===== src/rtl/queue_ctrl_pkg.sv =====
// queue_ctrl_pkg
//   Shared defaults for the queue pointer/status controller: the default
//   depth exponent and the default almost-full / almost-empty levels.
//   The optional sticky error flags are enabled by defining the macro
//   QUEUE_ERR_FLAG_EN at build time. It is left undefined by default.
//   This package has no ports.
package queue_ctrl_pkg;

  localparam int DEF_ADDR_W   = 4;   // depth = 2^DEF_ADDR_W = 16 entries
  localparam int DEF_AF_LEVEL = 14;  // almost_full when count >= this level
  localparam int DEF_AE_LEVEL = 2;   // almost_empty when count <= this level

endpackage


===== src/rtl/queue_ptr.sv =====
// queue_ptr
//   W-bit wrapping pointer with an increment enable. The MSB acts as the wrap
//   bit when the pointer addresses a 2^(W-1)-entry queue.
// Ports:
//   clk    in   rising-edge clock
//   rst_n  in   asynchronous active-low reset (pointer -> 0)
//   inc    in   advance the pointer by one on this edge
//   ptr    out  W-bit pointer value (registered)
module queue_ptr
  import queue_ctrl_pkg::*;
#(
  parameter int W = DEF_ADDR_W + 1
) (
  input  logic         clk,
  input  logic         rst_n,
  input  logic         inc,
  output logic [W-1:0] ptr
);

  logic [W-1:0] ptr_q;
  logic [W-1:0] ptr_d;

  // The natural modulo-2^W rollover carries the low bits into the wrap bit.
  always_comb begin
    ptr_d = ptr_q;
    if (inc) ptr_d = ptr_q + W'(1);
  end

  always_ff @(posedge clk or negedge rst_n) begin
    if (!rst_n) ptr_q <= '0;
    else        ptr_q <= ptr_d;
  end

  assign ptr = ptr_q;

endmodule


===== src/rtl/queue_ctrl.sv =====
// queue_ctrl
//   Pointer and status controller for a single-clock queue. It gates one-cycle
//   push/pop requests into RAM write/read strobes, keeps the RAM addresses,
//   and publishes occupancy plus full/empty/almost flags.
//   Build option: QUEUE_ERR_FLAG_EN enables sticky overflow/underflow flags.
//   Without it both flags are tied to 0 and err_clr is ignored.
// Handshake: a request is accepted in the same cycle it is presented when the
//   queue can take it (push while not full, pop while not empty). An accepted
//   request produces wr_en/rd_en combinationally in that cycle, and the
//   pointer, count and flag updates appear after the next rising edge. A
//   rejected request is dropped. It is not held or retried.
// Ports:
//   clk, rst_n             clock, asynchronous active-low reset
//   push, pop              write / read requests (one cycle per request)
//   err_clr                clears sticky error flags
//   wr_en, rd_en           RAM write / read strobes
//   wr_addr, rd_addr       RAM addresses (low ADDR_W bits of the pointers)
//   count                  occupancy 0..2^ADDR_W
//   full, empty            occupancy == depth / == 0
//   almost_full/_empty     count >= AF_LEVEL / count <= AE_LEVEL
//   overflow, underflow    sticky error flags
module queue_ctrl
  import queue_ctrl_pkg::*;
#(
  parameter int ADDR_W   = DEF_ADDR_W,
  parameter int AF_LEVEL = DEF_AF_LEVEL,
  parameter int AE_LEVEL = DEF_AE_LEVEL
) (
  input  logic              clk,
  input  logic              rst_n,
  input  logic              push,
  input  logic              pop,
  input  logic              err_clr,
  output logic              wr_en,
  output logic              rd_en,
  output logic [ADDR_W-1:0] wr_addr,
  output logic [ADDR_W-1:0] rd_addr,
  output logic [ADDR_W:0]   count,
  output logic              full,
  output logic              empty,
  output logic              almost_full,
  output logic              almost_empty,
  output logic              overflow,
  output logic              underflow
);

  localparam logic [ADDR_W:0] AF_L = AF_LEVEL[ADDR_W:0];
  localparam logic [ADDR_W:0] AE_L = AE_LEVEL[ADDR_W:0];

  logic [ADDR_W:0] wr_ptr;
  logic [ADDR_W:0] rd_ptr;
  logic [ADDR_W:0] count_q;
  logic [ADDR_W:0] count_d;

  queue_ptr #(.W(ADDR_W + 1)) u_wr_ptr (
    .clk   (clk),
    .rst_n (rst_n),
    .inc   (wr_en),
    .ptr   (wr_ptr)
  );

  queue_ptr #(.W(ADDR_W + 1)) u_rd_ptr (
    .clk   (clk),
    .rst_n (rst_n),
    .inc   (rd_en),
    .ptr   (rd_ptr)
  );

  // Same low bits means the pointers address the same slot. The wrap bit
  // tells the queue apart as either empty or completely full.
  assign empty = (wr_ptr == rd_ptr);
  assign full  = (wr_ptr[ADDR_W-1:0] == rd_ptr[ADDR_W-1:0]) &&
                 (wr_ptr[ADDR_W] != rd_ptr[ADDR_W]);

  assign wr_en = push & ~full;
  assign rd_en = pop  & ~empty;

  assign wr_addr = wr_ptr[ADDR_W-1:0];
  assign rd_addr = rd_ptr[ADDR_W-1:0];

  // A separate count register keeps the threshold compares off the pointer
  // subtractor. It tracks wr_ptr - rd_ptr exactly.
  always_comb begin
    count_d = count_q;
    case ({wr_en, rd_en})
      2'b10:   count_d = count_q + 1'b1;
      2'b01:   count_d = count_q - 1'b1;
      default: count_d = count_q;
    endcase
  end

  always_ff @(posedge clk or negedge rst_n) begin
    if (!rst_n) count_q <= '0;
    else        count_q <= count_d;
  end

  assign count        = count_q;
  assign almost_full  = (count_q >= AF_L);
  assign almost_empty = (count_q <= AE_L);

`ifdef QUEUE_ERR_FLAG_EN
  logic overflow_q,  overflow_d;
  logic underflow_q, underflow_d;

  // A new error event wins over a clear in the same cycle.
  always_comb begin
    overflow_d  = overflow_q;
    underflow_d = underflow_q;
    if (err_clr) begin
      overflow_d  = 1'b0;
      underflow_d = 1'b0;
    end
    if (push && full)  overflow_d  = 1'b1;
    if (pop  && empty) underflow_d = 1'b1;
  end

  always_ff @(posedge clk or negedge rst_n) begin
    if (!rst_n) begin
      overflow_q  <= 1'b0;
      underflow_q <= 1'b0;
    end else begin
      overflow_q  <= overflow_d;
      underflow_q <= underflow_d;
    end
  end

  assign overflow  = overflow_q;
  assign underflow = underflow_q;
`else
  logic unused_err_clr;
  assign unused_err_clr = err_clr;
  assign overflow       = 1'b0;
  assign underflow      = 1'b0;
`endif

endmodule

===== config.mk =====
export PLATFORM = sky130hd
export DESIGN_NAME = queue_ctrl
export DESIGN_NICKNAME = d
export VERILOG_FILES = /design/src/rtl/queue_ctrl_pkg.sv /design/src/rtl/queue_ptr.sv /design/src/rtl/queue_ctrl.sv
export SDC_FILE = /design/constraint.sdc
export NUM_CORES = 1
export LEC_CHECK = 0
export BUFFER_PORTS_ARGS = -buffer_cell sky130_fd_sc_hd__buf_2
export CAP_MARGIN = 0
export CORE_ASPECT_RATIO = 0.9
export CORE_MARGIN = 2
export CORE_UTILIZATION = 48
export CTS_CLUSTER_DIAMETER = 150
export DETAILED_ROUTE_END_ITERATION = 10
export GPL_ROUTABILITY_DRIVEN = 0
export GPL_TIMING_DRIVEN = 0
export MAX_ROUTING_LAYER = met4
export PLACE_DENSITY = 0.75
export SETUP_SLACK_MARGIN = 0.02
export SLEW_MARGIN = 25
export SYNTH_ARGS = -nofsm -noshare
export SYNTH_HDL_FRONTEND = slang
export SYNTH_HIERARCHICAL = 1
export SYNTH_SLANG_ARGS = --single-unit

===== constraint.sdc =====
create_clock -name clk -period 3.7 [get_ports clk]
set_clock_uncertainty 0.1 [all_clocks]
set_input_delay 0.185 -clock clk [delete_from_list [all_inputs] [get_ports clk]]
set_output_delay 0.185 -clock clk [all_outputs]
set_load 0.02 [all_outputs]

==> impl_metrics.yaml, run 1 <==
finish:
  fin_nets: 123
  syn2layout_area_growth_pct: 20.0
  fin_area_um2: 1080
  drive_gt1_share_pct: 30.0
  final_util_pct: 63.0
  seqCellArea_um2: 375
  antenna_cells: 0
  fillers: 154
  multiInputGateArea_um2: 503
logic_synthesis:
  synth.top_cells.by_count: "15 x dfrtp_1, 13 x xnor2_1, 6 x ha_1"
  async_flop_share_pct: 100
  syn_area_um2: 902
  synth_cell_types: 25
  synth.most_common_cell: "dfrtp_1"
  synth-seq-area-share_pct: 41.6
  yosys.area.top_type: "dfrtp_1"
  netlist_top_cells_area: "dfrtp_1 42%, xnor2_1 13%, ha_1 8.3%, mux2_2 5.0%, nor3b_1 4.2%"
  synth.avg_cell_area_um2: 11.0
  yosys_warnings: 6
  yosys_most_used_dff: "dfrtp_1"
  ys_ff_latch: 15
  netlist.area_leader.share_pct: 41.6
  syn_inst: 82
  synth_edf_count: 0
placement:
  place.detailed.hpwl_um: 1340
  place_area_um2: 1050
  port_buffers: 22
clocking:
  insertion_delay_ns: 0.29
  clock-sinks: 15
  cts_buffer_depth: 2
  cts_resized: 0
  tritoncts: "done"
  postCtsSetupRepairBufs: 0
  cts_buffers: 3
  ctsHtreeMaxLevel: 1
  postCtsHoldBufs: 1
  path_clk_slew_ns: 0.10
  cts_root_buf: "clkbuf_4"
timing:
  setup_viol: 0
  min_period_over_period_pct: 79.8
  hold_viol: 0
  rsz0062_at_grt: "false"
  finalCriticalPeriod_ns: 2.95
  tns_ns: 0
  max_freq_ghz: 0.339
  drv_slew: 0
global_route:
  grtUsageTotal_pct: 19.4
  grt_pass1_wl_um: 3130
  grt_max_degree: 16
  grtUsageMet1_pct: 23.8
  gr-usage-met2_pct: 30.1
  grt_busiest_layer: "met2"
  grt_pass1_vias: 738
  grt_overflow_total: 0
  antenna_found_initial: 0
  grt_use_met3_pct: 3.31
floorplan:
  die_h_um: 45.1
  start_util_pct: 52.6
  rows: 14
  num_io_pins: 26
  core-area_um2: 1720
  die_w_um: 49.7
  die_area_um2: 2240
worst_setup_path:
  arrival_ns: 3.02
  critPathMaxFanout: 10
  worstPathRequired_ns: 3.77
  r2r_slack_ns: 0.75
  timing.rr.end: "count[4]$_DFFE_PN0P_"
  path_class: "flop to flop"
  r2r-start: "u_rd_ptr/ptr[1]$_DFFE_PN0P_"
  reg2reg_depth: 8
  end_kind: "flop"
  worstSetupStartpointType: "flop"
pwr:
  power_mw: 1.11
  power_density_nw_per_um2: 1020
  p_leak_nw: 0.480
  vdd_ir_drop_max_uv: 467
outcome:
  outcome: "completed"
detailed_routing:
  num_vias: 735
  drc: 0
  wirelength_um: 1780
  drtIter0Drc: 17
  wl_per_cell_um: 13.3
  first_pass_iters: 4
  viasPerCell: 5.49
  antenna_left: 0
worst_hold_path:
  holdCritPathClass: "input port to asynchronous set/reset pin"
job:
  max_cap_violations: 0
==> layout make-up <==
class / count / area share [%]
clock buffers: 4 / 2.43
multi-input cells: 63 / 46.5
flip-flops and latches: 15 / 34.7
inverters: 2 / 0.694
plain buffers: 3 / 1.85
well taps: 24 / 2.77
repair buffers: 23 / 11.1
==> worst max-delay path by stage <==
stage / from / endpoint / cells after the start
detailed placement: u_rd_ptr/ptr[0]$_DFFE_PN0P_ / count[4]$_DFFE_PN0P_ / 8
finish: u_rd_ptr/ptr[1]$_DFFE_PN0P_ / count[4]$_DFFE_PN0P_ / 8
global route: u_rd_ptr/ptr[0]$_DFFE_PN0P_ / count[4]$_DFFE_PN0P_ / 8
global placement: u_rd_ptr/ptr[0]$_DFFE_PN0P_ / count[4]$_DFFE_PN0P_ / 8
CTS: u_rd_ptr/ptr[0]$_DFFE_PN0P_ / count[4]$_DFFE_PN0P_ / 8
floorplan: u_rd_ptr/ptr[0]$_DFFE_PN0P_ / count[4]$_DFFE_PN0P_ / 8
==> cells by family after synthesis <==
family,count (synthesis),synth area share (%)
fa+ha+maj,7,10.5
compound gates,14,10.5
buf+inv,5,3.05
other cells,1,0.416
flops,15,41.6
xor+xnor,16,15.5
simple gates,20,13.3
mux,4,4.99
==> critical path, cell delays in order (launching register included) <==
cell      delay [ns]
dfrtp_1         0.44
xnor2_1         0.18
nand4_1         0.21
o21a_1          0.35
ha_1            0.36
ha_1            0.40
or4b_1          0.55
o311ai_1        0.11
o211ai_1        0.12
==> state kept, by name, indices dropped and copies added (netlist names) <==
name,count
u_rd_ptr/ptr,5
count,5
u_wr_ptr/ptr,5
==> layer usage <==
| layer | vias to the layer above | routed length (µm) | share of wire (%) |
|---|---|---|---|
| li1 | 351 | - | - |
| met1 | 343 | 859 | 48 |
| met2 | 30 | 740 | 42 |
| met3 | 11 | 110 | 6.2 |
| met4 | 0 | 66 | 3.7 |
| met5 | - | 0 | 0 |
==> through the flow <==
step | hold slack [ns] | setup slack (ns) | instances
floorplan | -0.211 | 0.879 | 83
global placement | 0.00479 | 0.842 | 129
detailed placement | 0.00706 | 0.767 | 129
CTS | 0.222 | 0.745 | 134
global route | 0.247 | 0.543 | 134
finish | 0.217 | 0.747 | 134
==> where the power goes <==
part	total, mW	switching (mW)	internal [mW]
clock network	0.0988	0.0569	0.0419
logic	0.630	0.347	0.283
registers	0.378	0.127	0.252
==> placed cells by master, fill, tap and decap left out, types with 4 or more instances in the layout <==
cell type,instances
xnor2_1,13
dfrtp_1,15
mux2_2,4
ha_1,6
buf_2,23
nand4_1,5
a21oi_1,4
nor3b_1,5
(Power assumes the default switching activity.)
==> run 2, diff against run 1 <==
Settings changed: CORE_UTILIZATION 48 to 45, PLACE_DENSITY 0.75 to 0.74.
Clock period 3.7 ns to 2.65 ns, I/O delays scaled along.
==> run 2 against run 1 <==
  * Wire length is 12% higher
  * Setup slack worse by 0.71 ns
  * Cell area is 13% higher
  * Via count is 2.9% higher
  * Clock power is 30% higher
  * Combinational power is 76% higher
  * Clock-buffer cell count stayed put
==> impl_metrics.yaml, run 2 (synthesis gave the netlist of run 1 again) <==
clocking:
  cts_buffer_depth: 2
  insertion_delay_ns: 0.27
  cts_buffers: 3
  ctsHtreeMaxLevel: 1
  clock-sinks: 15
  path_clk_slew_ns: 0.09
  tritoncts: "done"
  cts_root_buf: "clkbuf_4"
finish:
  final_cell_mix: "23 x buf_2, 12 x buf_4, 11 x xnor2_1, 8 x dfrtp_1, 7 x dfrtp_2"
  fin_nets: 133
  fin_area_um2: 1220
  fillers: 155
  antenna_cells: 0
  layout_commonest_cell: "buf_2"
  drive_gt1_share_pct: 48.3
  syn2layout_area_growth_pct: 35.8
  layout.cells.non_filler: 145
  final_util_pct: 64.6
detailed_routing:
  antenna_left: 0
  viasPerCell: 5.21
  drc: 0
  wirelength_um: 1990
  num_vias: 756
  drtIter0Drc: 7
  wl_per_cell_um: 13.7
  first_pass_iters: 4
global_route:
  grt_pass1_wl_um: 2950
  grtUsageTotal_pct: 17.7
  grt_max_degree: 16
  grt_overflow_total: 0
  antenna_found_initial: 0
  grt_pass1_vias: 677
pwr:
  power_mw: 1.77
  power_density_nw_per_um2: 1450
  swShare_pct: 45.7
  p_clk_share_pct: 7.2
  p_leak_nw: 0.533
  p_int_uw: 963
  seqPwrFrac_pct: 30.3
  p_sw_uw: 809
  vdd_ir_drop_max_uv: 791
  comb_power_share_pct: 62.4
floorplan:
  rows: 15
  die_area_um2: 2380
  start_util_pct: 47.6
  core-area_um2: 1900
  die_h_um: 46.5
  die_w_um: 51.2
  num_io_pins: 26
placement:
  place.detailed.hpwl_um: 1370
  place_area_um2: 1070
  dp.cells: 130
  place_ws_ns: -0.178
  port_buffers: 22
worst_setup_path:
  worstSetupStartpointType: "flop"
  arrival_ns: 2.71
  end_kind: "flop"
  critPathMaxFanout: 10
  worstPathRequired_ns: 2.75
  path_class: "flop to flop"
timing:
  finalCriticalPeriod_ns: 2.61
  min_period_over_period_pct: 98.5
  max_freq_ghz: 0.383
  rsz0062_at_grt: "true"
  drv_slew: 0
  hold_viol: 0
  fin_ws_ns: 0.0404
  setup_viol: 0
worst_hold_path:
  holdCritPathClass: "input port to asynchronous set/reset pin"
job:
  max_cap_violations: 0
outcome:
  outcome: "completed"
==> run 2: cell types whose count changed in the layout (fill, tap and decap cells not counted), sizes merged <==
cell,previous run,this run
buf,25,35
==> run 2: stage by stage <==
step	TNS, ns	hold WS (ns)
2_1_floorplan	0	-0.263
3_3_place_gp	-0.0567	-0.0444
3_5_place_dp	-0.188	-0.0405
4_1_cts	0	0.119
5_1_grt	-0.161	0.195
6_report	0	0.190
==> run 2: worst paths after layout <==
path                                        startpoint                     endpoint  slack [ns]  cells after the start
setup / recovery           u_rd_ptr/ptr[0]$_DFFE_PN0P_         count[4]$_DFFE_PN0P_        0.04                      8
hold / removal                                   rst_n         count[2]$_DFFE_PN0P_        0.19                      2
setup reg to reg           u_rd_ptr/ptr[0]$_DFFE_PN0P_         count[4]$_DFFE_PN0P_        0.04                      8
hold reg to reg            u_wr_ptr/ptr[2]$_DFFE_PN0P_  u_wr_ptr/ptr[2]$_DFFE_PN0P_        0.43                      1
max in group asynchronous                        rst_n  u_wr_ptr/ptr[0]$_DFFE_PN0P_        1.98                      2
min in group clk                                   pop  u_rd_ptr/ptr[0]$_DFFE_PN0P_        0.21                      4
==> run 2: worst max-delay path: stages, from the launching register on <==
cell,delay [ns]
dfrtp_2,0.46
xnor2_2,0.17
nand4_1,0.24
o21a_4,0.30
ha_4,0.20
fa_2,0.39
a21oi_2,0.15
mux2_2,0.35
o211ai_1,0.16
==> run 2: final cells by class <==
| class | instances | area (µm²) | share of cell area [%] |
|---|---|---|---|
| multi-input combinational | 63 | 561 | 45.8 |
| sequential | 15 | 384 | 31.4 |
| timing repair buffer | 33 | 195 | 15.9 |
| tap | 25 | 31.3 | 2.55 |
| clock buffer | 4 | 26.3 | 2.15 |
| buffer | 3 | 20.0 | 1.63 |
| inverter | 2 | 7.51 | 0.613 |
==> run 2: what timing repair did <==
item                       in CTS  in global routing
gates cloned                    0                  0
pin swaps                       2                  4
hold endpoints to repair       15                  0
resized for setup               4                  4
setup buffers                   2                  8
setup endpoints to repair       2                  2
hold buffers                    1                  0
==> run 2: power by group through the flow <==
stage | logic [mW] | registers (mW) | clock network, mW
final | 1.11 | 0.537 | 0.128
after floorplan | 0.543 | 0.642 | 0
after CTS | 0.961 | 0.551 | 0.135
after global placement | 0.861 | 0.538 | 0
after global routing | 1.21 | 0.556 | 0.146
after detailed placement | 0.903 | 0.549 | 0
==> run 2: layer usage <==
layer / part of all wire, % / track usage, % / vias to the layer above / wire length, µm
met5: 0 / - / - / 0
met4: 1.0 / 6.49 / 0 / 20
met3: 3.8 / 2.92 / 2 / 76
met2: 50 / 30.9 / 16 / 1000
met1: 45 / 20.9 / 367 / 889
li1: - / - / 371 / -
==> run 3, diff against run 2 <==
Settings changed: CORE_UTILIZATION 45 to 40, PLACE_DENSITY 0.74 to 0.67.
==> run 3 against run 2 <==
  * Clock power up 7%
  * Non-clock buffer count up 3
  * Utilization down 6.7 points
  * Via count up 3.6%
  * Critical endpoint unchanged
==> impl_metrics.yaml, run 3 (synthesis gave the netlist of run 1 again) <==
outcome:
  outcome: "completed"
clocking:
  tritoncts: "done"
  clock-sinks: 15
  cts_buffer_depth: 2
  path_clk_slew_ns: 0.10
  cts_root_buf: "clkbuf_4"
  ctsHtreeMaxLevel: 1
  insertion_delay_ns: 0.29
  cts_buffers: 3
worst_setup_path:
  path_cells: "xnor2_1 -> nand4_1 -> o21a_4 -> ha_2 -> fa_2 -> a21oi_2 -> mux2_2 -> o211ai_1"
  end_kind: "flop"
  arrival_ns: 2.64
  critPathMaxFanout: 4
  path_class: "flop to flop"
  worstSetupStartpointType: "flop"
  cp_num_buf_inv: 0
  reg2reg_depth: 8
  crit_slowest_cell: "dfrtp_2"
  worstSetupPathDepth: 8
  worstPathRequired_ns: 2.76
  critPathMaxStageDelay_ns: 0.45
  cp_top_family: "adder cells"
finish:
  syn2layout_area_growth_pct: 38.8
  fin_nets: 136
  final_cell_mix: "22 x buf_2, 16 x buf_4, 12 x xnor2_1, 8 x dfrtp_1, 7 x dfrtp_2"
  drive_gt1_share_pct: 50.4
  layout_commonest_cell: "buf_2"
  final_util_pct: 57.9
  antenna_cells: 0
  layout.cells.non_filler: 150
  fillers: 191
pwr:
  comb_power_share_pct: 62.3
  p_sw_uw: 824
  vdd_ir_drop_max_uv: 967
  power_density_nw_per_um2: 1440
  p_leak_nw: 0.542
  swShare_pct: 45.8
  seqPwrFrac_pct: 30.1
  p_clk_share_pct: 7.6
  power_mw: 1.80
  p_int_uw: 977
timing:
  holdWs_ns: 0.0925
  max_freq_ghz: 0.395
  min_period_over_period_pct: 95.5
  finalCriticalPeriod_ns: 2.53
  tns_ns: 0
  drv_slew: 0
  hold_viol: 0
  setup_viol: 0
placement:
  place.detailed.hpwl_um: 1360
  dp.cells: 132
  port_buffers: 22
floorplan:
  rows: 16
  die_w_um: 54.1
  die_area_um2: 2650
  start_util_pct: 41.7
  core-area_um2: 2160
  num_io_pins: 26
  die_h_um: 49.1
detailed_routing:
  drc: 0
  viasPerCell: 5.22
  first_pass_iters: 4
  drtIter0Drc: 6
  num_vias: 783
  antenna_left: 0
  wl_per_cell_um: 13.8
  wirelength_um: 2080
job:
  max_cap_violations: 0
global_route:
  grt_overflow_total: 0
  grt_max_degree: 16
  grtUsageTotal_pct: 16.9
  grt_pass1_wl_um: 3210
  grt_pass1_vias: 757
  antenna_found_initial: 0
worst_hold_path:
  holdCritPathClass: "input port to flop"
  hold_depth: 3
[run 3: cell type report]
type	instances	area (µm²)	share of cell area [%]
timing repair buffer	36	220	17.6
inverter	2	7.51	0.599
clock inverter	1	5.00	0.400
sequential	15	384	30.7
buffer	3	20.0	1.60
clock buffer	3	22.5	1.80
multi-input combinational	63	559	44.7
tap	27	33.8	2.70
[run 3: worst reg2reg max path: cells and delay by family (launching register included)]
| family | cells | cell delay, ns |
|---|---|---|
| AO/OA/AOI/OAI | 3 | 0.59 |
| XOR/XNOR | 1 | 0.18 |
| adder cells (fa/ha/maj) | 2 | 0.60 |
| flip-flops | 1 | 0.45 |
| multiplexers | 1 | 0.34 |
| AND/OR/NAND/NOR | 1 | 0.18 |
[run 3: worst paths after layout]
kind / slack, ns / endpoint / from
worst max-delay path: 0.12 / count[4]$_DFFE_PN0P_ / u_rd_ptr/ptr[3]$_DFFE_PN0P_
worst min-delay path: 0.09 / u_wr_ptr/ptr[0]$_DFFE_PN0P_ / push
worst max register to register: 0.12 / count[4]$_DFFE_PN0P_ / u_rd_ptr/ptr[3]$_DFFE_PN0P_
worst min register to register: 0.42 / u_rd_ptr/ptr[3]$_DFFE_PN0P_ / u_rd_ptr/ptr[3]$_DFFE_PN0P_
max in group asynchronous: 2.01 / u_wr_ptr/ptr[1]$_DFFE_PN0P_ / rst_n
min in group asynchronous: 0.16 / u_rd_ptr/ptr[4]$_DFFE_PN0P_ / rst_n
[run 3: per-layer routing]
metal  wire, µm  vias to the layer above  track usage, %
met5          0                        -               -
met4          0                        0            3.75
met3        108                        0            5.52
met2       1110                       29            31.7
met1        857                      376            16.2
li1           -                      378               -
[run 3: metrics by stage]
step / setup slack (ns) / area, µm²
6_report: 0.119 / 1250
5_1_grt: -0.00111 / 1250
4_1_cts: 0.0352 / 1190
3_5_place_dp: -0.129 / 1070
3_3_place_gp: -0.0512 / 1070
2_1_floorplan: 0.0201 / 925
[run 3: power groups by stage]
| stage | sequential, mW | clock (mW) | combinational, mW |
|---|---|---|---|
| floorplan | 0.642 | 0 | 0.543 |
| global placement | 0.546 | 0 | 0.864 |
| detailed placement | 0.551 | 0 | 0.890 |
| CTS | 0.537 | 0.146 | 1.02 |
| global route | 0.564 | 0.154 | 1.23 |
| finish | 0.541 | 0.137 | 1.12 |
[run 3: what timing repair did]
item / 4_1_cts / 5_1_grt
endpoints found under the setup margin: 1 / 3
endpoints found under the hold margin: 15 / 0
pin swaps: 3 / 2
gates resized for setup: 1 / 8
hold buffers: 1 / 0
setup buffers: 10 / 3
